File: config.mk
export PLATFORM = sky130hd
export DESIGN_NAME = adsr_env_gen_flat
export DESIGN_NICKNAME = d
export VERILOG_FILES = /design/src/rtl/adsr_env_gen_if.sv /design/src/rtl/adsr_env_gen.sv /design/src/flat_wrapper.sv
export SDC_FILE = /design/constraint.sdc
export NUM_CORES = 2
export LEC_CHECK = 0
export BUFFER_PORTS_ARGS = -buffer_cell sky130_fd_sc_hd__buf_2
export CAP_MARGIN = 25
export CORE_MARGIN = 4
export CORE_UTILIZATION = 65
export DETAILED_ROUTE_END_ITERATION = 16
export PLACE_DENSITY_LB_ADDON = 0.3
export REMOVE_ABC_BUFFERS = 1
export SYNTH_ARGS = -nofsm -noshare
export SYNTH_HDL_FRONTEND = slang
export SYNTH_SLANG_ARGS = --single-unit
File: constraint.sdc
create_clock -name clk -period 55.3 [get_ports clk]
set_clock_uncertainty 0.2 [all_clocks]
set_input_delay 8.295 -clock clk [delete_from_list [all_inputs] [get_ports clk]]
set_output_delay 8.295 -clock clk [all_outputs]
set_load 0.01 [all_outputs]
File: src/rtl/adsr_env_gen_if.sv
// Voice-side bus of the ADSR envelope generator: sample strobe, gate,
// per-stage coefficients and sustain level in; envelope, stage and availability out.
interface adsr_env_gen_if #(
  parameter int NUM_BITS = 32
);
  logic                en;
  logic                gate;
  logic [NUM_BITS-1:0] attack_coef;
  logic [NUM_BITS-1:0] decay_coef;
  logic [NUM_BITS-1:0] release_coef;
  logic [NUM_BITS-1:0] sustain_lvl;
  logic [NUM_BITS-1:0] envelope;
  logic [2:0]          state;
  logic                available;

  modport master (
    output en, gate, attack_coef, decay_coef, release_coef, sustain_lvl,
    input  envelope, state, available
  );

  modport slave (
    input  en, gate, attack_coef, decay_coef, release_coef, sustain_lvl,
    output envelope, state, available
  );
endinterface

File: src/rtl/adsr_env_gen.sv
// Four-stage ADSR envelope for one voice: each stage is a one-pole exponential
// approach toward its target, advanced only on the sample strobe.
module adsr_env_gen #(
  parameter int                  NUM_BITS   = 32,
  parameter logic [NUM_BITS-1:0] ATTACK_TGT = 32'h5000_0000,
  parameter logic [NUM_BITS-1:0] MIN_LVL    = 32'h0040_0000
) (
  input  logic           clk,
  input  logic           rst,
  adsr_env_gen_if.slave  env_bus
);
  localparam int W  = NUM_BITS;
  localparam int DW = NUM_BITS + 2;      // signed difference / next-value width
  localparam int PW = 2 * NUM_BITS + 3;  // full coefficient x difference product

  localparam logic [W-1:0] ONE = {2'b01, {(W-2){1'b0}}};

  typedef enum logic [2:0] {
    ST_IDLE    = 3'd0,
    ST_ATTACK  = 3'd1,
    ST_DECAY   = 3'd2,
    ST_SUSTAIN = 3'd3,
    ST_RELEASE = 3'd4
  } stage_t;

  stage_t          state_reg;
  logic [W-1:0]    env_reg;
  logic            available_reg;

  logic [W-1:0]    sustain_tgt;
  logic [W-1:0]    target;
  logic [W-1:0]    coef;
  logic            coef_zero;
  logic signed [DW-1:0] diff;
  logic signed [PW-1:0] coef_ext;
  logic signed [PW-1:0] diff_ext;
  logic signed [PW-1:0] prod_full;
  logic signed [DW-1:0] step;
  logic signed [DW-1:0] env_next;
  logic signed [DW-1:0] dev;
  logic signed [DW-1:0] dev_abs;
  logic            reach_one;
  logic            near_sustain;
  logic            below_min;

  always_comb begin
    sustain_tgt = (env_bus.sustain_lvl > ONE) ? ONE : env_bus.sustain_lvl;
    target      = '0;
    coef        = env_bus.release_coef;
    case (state_reg)
      ST_ATTACK: begin
        target = ATTACK_TGT;
        coef   = env_bus.attack_coef;
      end
      ST_DECAY, ST_SUSTAIN: begin
        target = sustain_tgt;
        coef   = env_bus.decay_coef;
      end
      default: begin
        target = '0;
        coef   = env_bus.release_coef;
      end
    endcase
    coef_zero = (coef == '0);

    // Arithmetic right shift of the signed product gives floor rounding.
    diff      = $signed({2'b00, target}) - $signed({2'b00, env_reg});
    coef_ext  = $signed({{(PW-W){1'b0}}, coef});
    diff_ext  = {{(PW-DW){diff[DW-1]}}, diff};
    prod_full = coef_ext * diff_ext;
    step      = DW'(prod_full >>> (W-2));
    env_next  = $signed({2'b00, env_reg}) + step;

    dev          = env_next - $signed({2'b00, sustain_tgt});
    dev_abs      = dev[DW-1] ? -dev : dev;
    reach_one    = (env_next >= $signed({2'b00, ONE}));
    near_sustain = (dev_abs < $signed({2'b00, MIN_LVL}));
    below_min    = (env_next < $signed({2'b00, MIN_LVL}));
  end

  always_ff @(posedge clk) begin
    if (rst) begin
      state_reg     <= ST_IDLE;
      env_reg       <= '0;
      available_reg <= 1'b1;
    end else if (env_bus.en) begin
      case (state_reg)
        ST_IDLE: begin
          env_reg <= '0;
          if (env_bus.gate) begin
            state_reg     <= ST_ATTACK;
            available_reg <= 1'b0;
          end
        end
        ST_ATTACK: begin
          if (!env_bus.gate) begin
            state_reg <= ST_RELEASE;
          end else if (!coef_zero) begin
            if (reach_one) begin
              env_reg   <= ONE;
              state_reg <= ST_DECAY;
            end else begin
              env_reg <= env_next[W-1:0];
            end
          end
        end
        ST_DECAY: begin
          if (!env_bus.gate) begin
            state_reg <= ST_RELEASE;
          end else if (!coef_zero) begin
            if (near_sustain) begin
              env_reg   <= sustain_tgt;
              state_reg <= ST_SUSTAIN;
            end else begin
              env_reg <= env_next[W-1:0];
            end
          end
        end
        ST_SUSTAIN: begin
          // Keeps tracking the live sustain level so level changes glide.
          if (!env_bus.gate) begin
            state_reg <= ST_RELEASE;
          end else if (!coef_zero) begin
            env_reg <= env_next[W-1:0];
          end
        end
        ST_RELEASE: begin
          if (env_bus.gate) begin
            state_reg <= ST_ATTACK;
          end else if (!coef_zero) begin
            if (below_min) begin
              env_reg       <= '0;
              state_reg     <= ST_IDLE;
              available_reg <= 1'b1;
            end else begin
              env_reg <= env_next[W-1:0];
            end
          end
        end
        default: begin
          state_reg     <= ST_IDLE;
          env_reg       <= '0;
          available_reg <= 1'b1;
        end
      endcase
    end
  end

  assign env_bus.envelope  = env_reg;
  assign env_bus.state     = state_reg;
  assign env_bus.available = available_reg;
endmodule

File: src/flat_wrapper.sv
// flat-port wrapper written by rule: the top's interface ports become plain ports
module adsr_env_gen_flat 
#(
  parameter int                  NUM_BITS   = 32,
  parameter logic [NUM_BITS-1:0] ATTACK_TGT = 32'h5000_0000,
  parameter logic [NUM_BITS-1:0] MIN_LVL    = 32'h0040_0000
)
  (clk, rst, env_bus_en, env_bus_gate, env_bus_attack_coef, env_bus_decay_coef, env_bus_release_coef, env_bus_sustain_lvl, env_bus_envelope, env_bus_state, env_bus_available);
  adsr_env_gen_if #(.NUM_BITS(NUM_BITS)) env_bus_i ();
  input  logic clk;
  input  logic rst;
  input wire logic [$bits(env_bus_i.en)-1:0] env_bus_en;
  input wire logic [$bits(env_bus_i.gate)-1:0] env_bus_gate;
  input wire logic [$bits(env_bus_i.attack_coef)-1:0] env_bus_attack_coef;
  input wire logic [$bits(env_bus_i.decay_coef)-1:0] env_bus_decay_coef;
  input wire logic [$bits(env_bus_i.release_coef)-1:0] env_bus_release_coef;
  input wire logic [$bits(env_bus_i.sustain_lvl)-1:0] env_bus_sustain_lvl;
  output wire logic [$bits(env_bus_i.envelope)-1:0] env_bus_envelope;
  output wire logic [$bits(env_bus_i.state)-1:0] env_bus_state;
  output wire logic [$bits(env_bus_i.available)-1:0] env_bus_available;
  assign env_bus_i.en = env_bus_en;
  assign env_bus_i.gate = env_bus_gate;
  assign env_bus_i.attack_coef = env_bus_attack_coef;
  assign env_bus_i.decay_coef = env_bus_decay_coef;
  assign env_bus_i.release_coef = env_bus_release_coef;
  assign env_bus_i.sustain_lvl = env_bus_sustain_lvl;
  assign env_bus_envelope = env_bus_i.envelope;
  assign env_bus_state = env_bus_i.state;
  assign env_bus_available = env_bus_i.available;
  adsr_env_gen #(.NUM_BITS(NUM_BITS), .ATTACK_TGT(ATTACK_TGT), .MIN_LVL(MIN_LVL)) u_core (.clk(clk), .rst(rst), .env_bus(env_bus_i));
endmodule
==> results_dict.tcl <==
set metrics [dict create \
    worstMarginPinSlew_ps 1160 \
    clock_sinks 36 \
    status "finished, final reports clean" \
    port_buffers 167 \
    dr.pass1.iters 9 \
    cts_tree "done" \
    fin_area_um2 43500 \
    grt_pass1_vias 38400 \
    async_flop_share_pct 0 \
    hold_viol_final 0 \
    via_per_inst 6.23 \
    cp.arrival_ps 27620 \
    fp.dieH_um 259 \
    rsz0062_at_grt "false" \
    period_minus_slack_ps 27580 \
    fin_tns_setup_ps 0 \
    endpoint_kind "flop" \
    nFillCells 4991 \
    hold_class "flop to flop" \
    wl_per_cell_um 24.0 \
    fin_crit_sh_pct 49.9 \
    area_growth_pct 6.28 \
    worstPathRequired_ps 55340 \
    maxCapViolCount 0 \
    setup_viol 0 \
    largest_reg_flops 32 \
    syn_avg_cell_area_um2 8.34 \
    worst_path_most_repeated_cell "inv_1" \
    drtIter0Drc 3308 \
    slew_headroom_pct 22.8 \
    ant_nets 0 \
    yosys_warnings 0 \
    syn-cell-area_um2 41000 \
    r2r_start "u_core.env_bus.state[2]$_SDFFE_PP0P_" \
    postSynthCellCount 4909 \
    placed_cell_area_um2 43300 \
    insertion_delay_ps 300 \
    rr_endpoint "u_core.env_bus.envelope[8]$_SDFFE_PP0P_" \
    die_area_um2 67100 \
    routed_wl_um 140000 \
    hold_buffers 0 \
    synthFlopType "dfxtp_1" \
    grt_pass1_wl_um 216000 \
    synth_edf_count 0 \
    r2r_cells 70 \
    cts-resized-gates 0 \
    max_stage_delay_ps 680 \
    critical_path_peak_fanout 23 \
    cts_buffer_depth 2 \
    route.detailed.drc 0 \
    cp-start-kind "primary input" \
    grt-ovfl-total 0 \
    cpMaxStageDelayCell "o41ai_1" \
    grt_max_degree 72 \
    fin_util_pct 70.1 \
    ios 168 \
    cts-htree-levels 2 \
    synth_seq_cells 36 \
    start_util_pct 66.0 \
    final_max_slew_viol_count 0 \
    cts_root_buf "clkbuf_16" \
    crit_start "env_bus_sustain_lvl[1]" \
    cts_setup_buffers 0 \
    place.gp.congestion 1.01 \
    regToRegSetupSlack_ps 36100 \
    drive_gt1_share_pct 7.79 \
    hpwl_um 109000 \
    layout.nets 6429 \
    ys_seq_area_share_pct 1.76 \
    critPathKind "primary input to flop" \
    numCtsBuffers 5 \
    endpoint "u_core.env_bus.envelope[8]$_SDFFE_PP0P_" \
    grt_usage_pct 42.3 \
    vias 36300 \
    fmax_ghz 0.0363 \
    rows 91 \
    die_width_um 259 \
    core_um2 62100 \
    antenna_found_initial 3 \
    clk_pin_slew_ps 70 \
    yosysUniqueCellTypes 88 \
]
[stage by stage]
stage               setup WS (ps)  hold WS, ps  cells
floorplan                   28490          316   4675
global placement            27940          326   5798
detailed placement          27620          325   5801
CTS                         27810          342   5809
global route                26600          359   5815
finish                      27720          343   5820
[cell usage in the layout (no fill, tap or decap), types with 57 or more instances in the layout]
cell     count
a21o_1      57
buf_2      167
o21ai_0     77
nor2_1     568
fa_1       930
ha_1       390
xnor2_1     71
a221o_1     60
inv_1     1031
buf_4      121
nand2_1    700
a21oi_1    131
nor3_1      60
[kinds of logic after synthesis]
| kind of cell | after synthesis | synth area share, % |
|---|---|---|
| adder cells (fa/ha/maj) | 1322 | 57.4 |
| AO/OA/AOI/OAI | 549 | 9.49 |
| multiplexers | 5 | 0.128 |
| buffers and inverters | 1265 | 11.7 |
| AND/OR/NAND/NOR | 1601 | 16.7 |
| XOR/XNOR | 129 | 2.76 |
| other | 2 | 0.0183 |
| flip-flops | 36 | 1.76 |
[final cells by class]
cell class	count	area, µm²	share of cell area [%]
sequential	36	727	1.67
timing repair buffer	295	1860	4.28
multi-input combinational	3608	35900	82.4
clock buffer	6	139	0.319
inverter	1031	3870	8.89
tap	837	1050	2.41
clock inverter	2	15.0	0.0345
antenna	5	12.5	0.0287
[cell usage after synthesis (27+ instances only)]
cell type,number,area [µm²]
a221oi_1,37,324
fa_1,930,18600
xnor2_1,87,762
a21oi_1,131,656
o21ai_0,77,385
dfxtp_1,36,721
xor2_1,42,368
a221o_1,61,611
a21o_1,57,428
inv_1,1031,3870
nor2b_1,46,288
nor2_1,570,2140
and2_1,34,213
nor3_1,60,300
and3_1,39,244
ha_1,390,4880
clkbuf_1,215,807
nand3_1,27,135
nand2b_1,28,175
nand2_1,700,2630
[critical path, delay by kind of cell]
kind                       cells  cell delay, ps
AOI/OAI and AO/OA             29            7560
buffers and inverters         10            1380
xor gates and xnor gates       4             760
adders and majority gates     12            4660
and+or+nand+nor               23            4900
[worst min-delay path by stage]
stage	cells past startpoint	slack [ps]	start	endpoint
after global placement	2	330	u_core.env_bus.available$_SDFFE_PP1P_	u_core.env_bus.available$_SDFFE_PP1P_
after CTS	2	340	u_core.env_bus.available$_SDFFE_PP1P_	u_core.env_bus.available$_SDFFE_PP1P_
after global routing	2	360	u_core.env_bus.available$_SDFFE_PP1P_	u_core.env_bus.available$_SDFFE_PP1P_
after floorplan	2	320	u_core.env_bus.available$_SDFFE_PP1P_	u_core.env_bus.available$_SDFFE_PP1P_
after detailed placement	2	330	u_core.env_bus.available$_SDFFE_PP1P_	u_core.env_bus.available$_SDFFE_PP1P_
final	2	340	u_core.env_bus.available$_SDFFE_PP1P_	u_core.env_bus.available$_SDFFE_PP1P_
[metal layers]
metal / wire (µm) / part of all wire, % / vias up / track usage (%)
met5: 107 / 0.077 / - / 1.24
met4: 12900 / 9.2 / 4 / 28.5
met3: 17500 / 13 / 815 / 11.2
met2: 62400 / 45 / 2430 / 67.0
met1: 46600 / 33 / 17800 / 50.9
li1: - / - / 15200 / -
Power is not shown: default switching activity piles up to over one toggle a cycle in this logic, so the estimate is an artifact.
